### config.mk
export PLATFORM = sky130hd
export DESIGN_NAME = tlv5618_rx
export DESIGN_NICKNAME = d
export VERILOG_FILES = /design/src/rtl/tlv5618_pkg.sv /design/src/rtl/tlv5618_rx_sync_edge.sv /design/src/rtl/tlv5618_rx.sv
export SDC_FILE = /design/constraint.sdc
export NUM_CORES = 1
export LEC_CHECK = 0
export CORE_ASPECT_RATIO = 1.75
export CORE_MARGIN = 2
export CORE_UTILIZATION = 50
export CTS_BUF_LIST = sky130_fd_sc_hd__clkbuf_8
export DETAILED_ROUTE_END_ITERATION = 16
export GPL_ROUTABILITY_DRIVEN = 0
export HOLD_SLACK_MARGIN = 0.05
export PLACE_DENSITY = 0.79
export SYNTH_ARGS = -nofsm -noshare
export SYNTH_HDL_FRONTEND = slang
export SYNTH_HIERARCHICAL = 1
export SYNTH_SLANG_ARGS = --single-unit
### constraint.sdc
create_clock -name clk -period 1.75 [get_ports clk]
set_input_delay 0.525 -clock clk [delete_from_list [all_inputs] [get_ports clk]]
set_output_delay 0.525 -clock clk [all_outputs]
set_load 0.01 [all_outputs]
### src/rtl/tlv5618_pkg.sv
// Shared definitions for the TLV5618 serial frame receiver: frame field
// positions, R1R0 control codes and the receiver FSM encoding.
package tlv5618_pkg;

    localparam int FrameBits = 16;
    localparam int R1Pos     = 15;
    localparam int SpdPos    = 14;
    localparam int PwrPos    = 13;
    localparam int R0Pos     = 12;
    localparam int DataMsb   = 11;
    localparam int DataLsb   = 0;
    localparam int DataBits  = DataMsb - DataLsb + 1;

    // R1R0 control codes
    typedef enum logic [1:0] {
        CODE_B_BUF  = 2'b00,  // write DAC B and the double buffer
        CODE_BUF    = 2'b01,  // write the double buffer only
        CODE_A_XFER = 2'b10,  // write DAC A, transfer buffer to DAC B
        CODE_RSV    = 2'b11   // reserved
    } code_e;

    typedef enum logic [1:0] {
        ST_WAIT_IDLE = 2'd0,
        ST_IDLE      = 2'd1,
        ST_SHIFT     = 2'd2
    } state_e;

    function automatic code_e frame_code(input logic [FrameBits-1:0] f);
        return code_e'({f[R1Pos], f[R0Pos]});
    endfunction

endpackage

### src/rtl/tlv5618_rx_sync_edge.sv
// Multi-flop synchronizer with rise/fall detection on the synchronized level.
module sync_edge #(
    parameter int   SyncStages = 2,
    parameter logic ResetVal   = 1'b0
) (
    input  logic clk,
    input  logic rst_n,
    input  logic d,
    output logic level,
    output logic rise,
    output logic fall
);

    logic [SyncStages-1:0] sync_q;
    logic                  prev_q;

    always_ff @(posedge clk or negedge rst_n) begin
        if (!rst_n) begin
            sync_q <= {SyncStages{ResetVal}};
            prev_q <= ResetVal;
        end else begin
            sync_q <= {sync_q[SyncStages-2:0], d};
            prev_q <= sync_q[SyncStages-1];
        end
    end

    assign level = sync_q[SyncStages-1];
    assign rise  = level & ~prev_q;
    assign fall  = ~level & prev_q;

endmodule

### src/rtl/tlv5618_rx.sv
// TLV5618 serial frame receiver: oversamples CS/SCLK/DIN, assembles 16-bit
// frames and decodes them into the DAC A / DAC B / double-buffer registers.
module tlv5618_rx
    import tlv5618_pkg::*;
#(
    parameter int SyncStages = 2
) (
    input  logic                clk,
    input  logic                rst_n,
    input  logic                dac_cs_n,
    input  logic                dac_sclk,
    input  logic                dac_din,
    output logic [15:0]         word,
    output logic                word_valid,
    output logic [DataBits-1:0] dac_a,
    output logic [DataBits-1:0] dac_b,
    output logic [DataBits-1:0] buf_q,
    output logic                spd,
    output logic                pwr,
    output logic                frame_err,
    output logic                rsv_err
);

    localparam logic [4:0] FullCount    = 5'(FrameBits);
    localparam logic [4:0] MaxCount     = 5'(FrameBits + 1);
    localparam logic [2:0] SettleCycles = 3'(SyncStages + 1);

    logic cs_level, cs_rise, cs_fall;
    logic sclk_level, sclk_rise, sclk_fall;
    logic din_level, din_rise, din_fall;
    logic unused_sync;

    sync_edge #(.SyncStages(SyncStages), .ResetVal(1'b1)) u_sync_cs (
        .clk(clk), .rst_n(rst_n), .d(dac_cs_n),
        .level(cs_level), .rise(cs_rise), .fall(cs_fall));

    sync_edge #(.SyncStages(SyncStages), .ResetVal(1'b0)) u_sync_sclk (
        .clk(clk), .rst_n(rst_n), .d(dac_sclk),
        .level(sclk_level), .rise(sclk_rise), .fall(sclk_fall));

    sync_edge #(.SyncStages(SyncStages), .ResetVal(1'b0)) u_sync_din (
        .clk(clk), .rst_n(rst_n), .d(dac_din),
        .level(din_level), .rise(din_rise), .fall(din_fall));

    assign unused_sync = ^{sclk_level, sclk_rise, din_rise, din_fall};

    state_e               state_q, state_d;
    logic [4:0]           bit_cnt_q;
    logic [FrameBits-1:0] shreg_q;
    logic [2:0]           settle_q;
    logic                 settled;
    logic                 do_clear, do_shift, do_accept, do_reject;

    // The cs_n synchronizer powers up high; hold off until the real input
    // has propagated so a frame already in progress is never joined.
    always_ff @(posedge clk or negedge rst_n) begin
        if (!rst_n) begin
            settle_q <= '0;
        end else if (settle_q != SettleCycles) begin
            settle_q <= settle_q + 3'd1;
        end
    end

    assign settled = (settle_q == SettleCycles);

    always_ff @(posedge clk or negedge rst_n) begin
        if (!rst_n) begin
            state_q <= ST_WAIT_IDLE;
        end else begin
            state_q <= state_d;
        end
    end

    always_comb begin
        // NOTE: every output of this block is defaulted first so no path infers a latch.
        state_d   = state_q;
        do_clear  = 1'b0;
        do_shift  = 1'b0;
        do_accept = 1'b0;
        do_reject = 1'b0;
        case (state_q)
            ST_WAIT_IDLE: if (settled && cs_level) state_d = ST_IDLE;
            ST_IDLE: begin
                if (cs_fall) begin
                    do_clear = 1'b1;
                    state_d  = ST_SHIFT;
                end
            end
            ST_SHIFT: begin
                // frame end wins over a coincident sclk fall
                if (cs_rise) begin
                    state_d = ST_IDLE;
                    if (bit_cnt_q == FullCount) do_accept = 1'b1;
                    else                        do_reject = 1'b1;
                end else if (sclk_fall) begin
                    do_shift = 1'b1;
                end
            end
            default: state_d = ST_WAIT_IDLE;
        endcase
    end

    always_ff @(posedge clk or negedge rst_n) begin
        if (!rst_n) begin
            shreg_q   <= '0;
            bit_cnt_q <= '0;
        end else if (do_clear) begin
            shreg_q   <= '0;
            bit_cnt_q <= '0;
        end else if (do_shift) begin
            shreg_q <= {shreg_q[FrameBits-2:0], din_level};
            if (bit_cnt_q != MaxCount) bit_cnt_q <= bit_cnt_q + 5'd1;
        end
    end

    always_ff @(posedge clk or negedge rst_n) begin
        if (!rst_n) begin
            word       <= '0;
            word_valid <= 1'b0;
            dac_a      <= '0;
            dac_b      <= '0;
            buf_q      <= '0;
            spd        <= 1'b0;
            pwr        <= 1'b0;
            frame_err  <= 1'b0;
            rsv_err    <= 1'b0;
        end else begin
            word_valid <= do_accept;
            frame_err  <= do_reject;
            rsv_err    <= do_accept && (frame_code(shreg_q) == CODE_RSV);
            if (do_accept) begin
                word <= shreg_q;
                spd  <= shreg_q[SpdPos];
                pwr  <= shreg_q[PwrPos];
                case (frame_code(shreg_q))
                    CODE_B_BUF: begin
                        dac_b <= shreg_q[DataMsb:DataLsb];
                        buf_q <= shreg_q[DataMsb:DataLsb];
                    end
                    CODE_BUF: buf_q <= shreg_q[DataMsb:DataLsb];
                    CODE_A_XFER: begin
                        // NOTE: non-blocking, so dac_b takes buf_q as it was before this frame.
                        dac_a <= shreg_q[DataMsb:DataLsb];
                        dac_b <= buf_q;
                    end
                    default: ;
                endcase
            end
        end
    end

endmodule
======== After elaboration in Yosys (flattened, before gate mapping) ========
Index checks and enable logic that the tools add are counted.
cells by class
  $add $sub $neg .......................... 2
  equal/unequal tests ..................... 12
  muxes and demuxes ....................... 21
  bitwise gates (word level) .............. 6
  reductions and logical operators ........ 13
operators with widths
  kind                                                                     number
  16-bit 2-to-1 mux                                                        2
  12-bit case mux with 2 select lines                                      1
  5-bit 2-to-1 mux                                                         3
  1-bit 2-to-1 mux                                                         11
  2-bit AND reduction                                                      4
  2-bit == test, second input constant                                     3
  2-bit 2-to-1 mux                                                         3
  2-bit inequality test, second input constant                             3
  2-bit case mux with 3 select lines                                       1
  2-bit nonzero test                                                       3
  5-bit by 1-bit adder with 5-bit output, second input constant            1
  5-bit == test, second input constant                                     1
  5-bit inequality test, second input constant                             1
  2-bit by 1-bit == test with 1-bit output, second input constant          2
  2-bit logical NOT                                                        2
  3-bit by 1-bit adder with 3-bit output, second input constant            1
  1-bit bitwise AND                                                        3
  3-bit by 2-bit == test with 1-bit output, second input constant          1
  3-bit by 2-bit inequality test with 1-bit output, second input constant  1
  1-bit inverter                                                           3
  3-bit AND reduction                                                      1
  1-bit logical AND                                                        2
  2-bit OR reduction                                                       1
storage, ports and cells
  bits in registers ....................... 91
  input port bits ......................... 5
  output and inout bits ................... 57
  word-level logic and storage cells ...... 72

======== Depth between registers and ports, before layout ========
  depth in word-level cells ............... 7
  mapped depth ............................ 7
  depth with buffers taken out ............ 5

======== By module ========
Netlist, hierarchy kept.
by module, submodules not included
  module                       times used  cells each  area an instance (um^2)  seq. area each (um^2)
  tlv5618_rx                   1           258         3443.3                   2026.9
  sync_edge at u_sync_din ...  2           5           90.1                     75.1
  sync_edge at u_sync_cs       1           5           93.8                     78.8

======== Least setup slack after synthesis ========
No wires, ideal clock.
  kind .................................... reg2reg
  from .................................... reg u_sync_cs.sync_q[1]
  to ...................................... reg dac_a[10]
  setup time .............................. 0.125 ns
  arrival ................................. 1.761 ns
  data required time ...................... 1.625 ns
  setup slack ............................. -0.136 ns
  cell stages (with the launch flop) ...... 6
  path buffers ............................ 1
  clock period less this slack ............ 1.886 ns
  cells stage by stage .................... dfstp_2 > nor2b_1 > nand3b_1 > or3b_4 > buf_6 > mux2_4
on the way
  cells in the longest elaborated chain, start to end .. 4
ends and longest elaborated chain
  item                                  RTL line                    source
  start, declared                       tlv5618_rx_sync_edge.sv:14  logic [SyncStages-1:0] sync_q;
  start signal, assigned                tlv5618_rx_sync_edge.sv:19  sync_q <= {SyncStages{ResetVal}};
  start signal, assigned                tlv5618_rx_sync_edge.sv:22  sync_q <= {sync_q[SyncStages-2:0], d};
  1-bit bitwise AND                     tlv5618_rx_sync_edge.sv:28  assign rise = level & ~prev_q;
  named net cs_rise                     tlv5618_rx.sv:28            logic cs_level, cs_rise, cs_fall;
  1-bit 2-to-1 mux                      tlv5618_rx.sv:91            if (cs_rise) begin
  1-bit 2-to-1 mux                      tlv5618_rx.sv:81            case (state_q)
  2-bit AND reduction (no source line)  --
  end signal, assigned                  tlv5618_rx.sv:143           dac_a <= shreg_q[DataMsb:DataLsb];
  end, declared                         tlv5618_rx.sv:15            output logic [DataBits-1:0] dac_a,
The timed path passes the listed nets, and every way through them passes these cells.
A chain may end at the register's enable or synchronous reset.

======== Worst setup path after layout ========
  from .................................... reg u_sync_cs.sync_q[1]
  to ...................................... reg dac_a[2]
The elaborated chain is that of the path after synthesis.

==> impl_metrics.py <==
metrics = {
    "run_status": {
        "outcome": "complete, but fails checks",
        "violations": "negative setup slack",
    },
    "timing": {
        "tightestPinTransition_ns": 0.3785,
        "fin_ws_ns": -0.05821,
        "rsz0062_at_grt": "true",
        "finalCritPeriodShare": 1.033,
        "timing.final.max_slew_violations": 0,
        "period_minus_slack_ns": 1.808,
        "hold_viol": 0,
        "timing.fmax_mhz": 553.0,
        "clock_skew_ns": 0.006412,
        "setup_tns_ns": -0.5204,
        "max_slew_margin": 0.7477,
        "setup_viol": 15,
    },
    "final_layout": {
        "drive_above_1_share": 0.3719,
        "design_area_sq_um": 4805,
        "syn_to_final_growth_pct": 30.88,
        "nNetsFinal": 368,
        "n_antenna_cell": 0,
        "final_common_cell": "dfrtp_1",
        "most-common-layout-cells": "dfrtp_1, dlygate4sd2_1, mux2_2, nand2_1, buf_4",
    },
    "global_route": {
        "grt_overflow": 0,
        "grt_pass1_wl_um": 12390,
        "grt_pass1_vias": 2357,
        "grt_usage": 0.2108,
        "grt_max_degree": 37,
        "antenna_found_initial": 0,
    },
    "pwr": {
        "internal_power_uw": 3009,
        "power_frac_seq": 0.547,
        "vdd.ir_drop.worst_mv": 0.6816,
        "cellPowerDensity_nw_per_um2": 813.5,
        "clkPwrFrac": 0.369,
        "netSwitchingFraction": 0.2301,
        "power.leakage_uw": 0.002594,
        "switchingPower_uw": 899.2,
        "pwr-share-comb": 0.084,
    },
    "yosys": {
        "syn-instance-count": 269,
        "synth_area_per_cell_sq_um": 13.65,
        "netlist_area_sq_um": 3671,
        "yosys_warnings": 6,
        "syn_nets": 279,
    },
    "cts": {
        "htreeDepth": 3,
        "numCtsBuffers": 9,
        "cts_buffer_depth": 2,
        "clkSinkCount": 89,
        "clk_pin_slew_ns": 0.08,
        "tritoncts": "built",
        "cts_root_buf": "clkbuf_8",
        "postCtsHoldBufs": 0,
        "clkLatencyLatePin_ns": 0.37,
    },
    "critical_path": {
        "start_kind": "flop",
        "rrSetupSlack_ns": -0.06,
        "critical_path_class": "reg2reg",
        "arrival_ns": 2.06,
        "reg2reg_depth": 5,
        "critPathMaxFanout": 6,
        "worst_setup_path_end_kind": "flop",
        "cp.required_ns": 2.01,
    },
    "route": {
        "drt_iter0_drc": 117,
        "drtAntennaViolNets": 0,
        "first_pass_iters": 4,
        "drt-wirelength-per-cell_um": 16.83,
        "wirelength_um": 7558,
        "met2_wirelength_um": 4029,
        "dr_total_vias": 2427,
        "wl_met1_um": 3037,
        "viasPerCell": 5.405,
        "drc_errors": 0,
        "dr.max_layer_used": "met4",
        "met3WireLength_um": 294,
    },
    "flow_run": {
        "cap_viol_max_count": 0,
    },
    "die": {
        "core_region_area_sq_um": 7182,
        "start_util": 0.5111,
        "die_w_um": 68.77,
        "fp.dieH_um": 117.4,
        "num_io_pins": 62,
        "die_area_sq_um": 8070,
        "rows": 41,
    },
    "min_path": {
        "min_path_type": "in2async",
    },
    "place": {
        "dp_hpwl_um": 5140,
        "place_area_sq_um": 4547,
        "portBuffers": 61,
    },
}
power groups by stage:
stage / Sequential, uW / Combinational [uW] / Clock (uW)
floorplan: 2180 / 121 / 0
global placement: 2170 / 287 / 0
detailed placement: 2180 / 296 / 0
CTS: 2140 / 307 / 1470
global route: 2150 / 369 / 1580
finish: 2140 / 328 / 1440
worst paths after layout:
| kind | from | end |
|---|---|---|
| max in group asynchronous | rst_n | bit_cnt_q[0] |
| worst min register to register | u_sync_din/sync_q[0] | u_sync_din/sync_q[1] |
| worst max register to register | u_sync_cs/sync_q[1] | dac_a[2] |
| worst min-delay path | rst_n | word[0] |
| worst max-delay path | u_sync_cs/sync_q[1] | dac_a[2] |
| min in group clk | u_sync_din/sync_q[0] | u_sync_din/sync_q[1] |
flip-flops by register name (all words and copies together) (netlist names):
signal,cells
shreg_q,16
word,16
buf_q,12
dac_a,12
dac_b,12
bit_cnt_q,5
settle_q,3
state_q,2
u_sync_cs/sync_q,2
u_sync_din/sync_q,2
u_sync_sclk/sync_q,2
frame_err,1
rsv_err,1
u_sync_cs/prev_q,1
u_sync_sclk/prev_q,1
word_valid,1
per-stage QoR:
step	setup slack, ns	utilization	hold WS, ns	instances	total power (uW)
floorplan	-0.05595	-	0.2294	269	2305
global placement	-0.04123	0.6331	0.3334	428	2461
detailed placement	-0.1229	0.6331	0.3490	428	2474
CTS	-0.06250	0.6571	0.07264	447	3917
global route	-0.1103	0.6690	0.07999	449	4092
finish	-0.05821	0.6690	0.06880	449	3908
worst max-delay path: stages, from the launching register on:
cell and delay [ns]:
dfstp_2 0.54, nor2b_4 0.14, nand3b_1 0.10, buf_6 0.15
or3b_4 0.45, mux2_4 0.32
routing by layer:
layer  GRT usage  up-vias
met2      0.3305       61
met5           0        -
met4     0.08578        0
li1            -     1112
met1      0.2669     1240
met3     0.06328       14
timing repair:
item	4_1_cts	5_1_grt
buffers inserted	2	1
endpoints found under the setup margin	107	70
endpoints found under the hold margin	0	0
pin swaps	2	4
gates resized for setup	61	22
gates cloned	1	1
final cells by class:
type	count	area (sq um)
clock buffers	12	165.2
clock inverters	4	42.54
fillers	540	2377
inverters	4	15.01
multi-input cells	164	1438
flip-flops and latches	89	2231
well taps	86	107.6
repair buffers	90	805.8
Power figures use the tool's default switching activity.
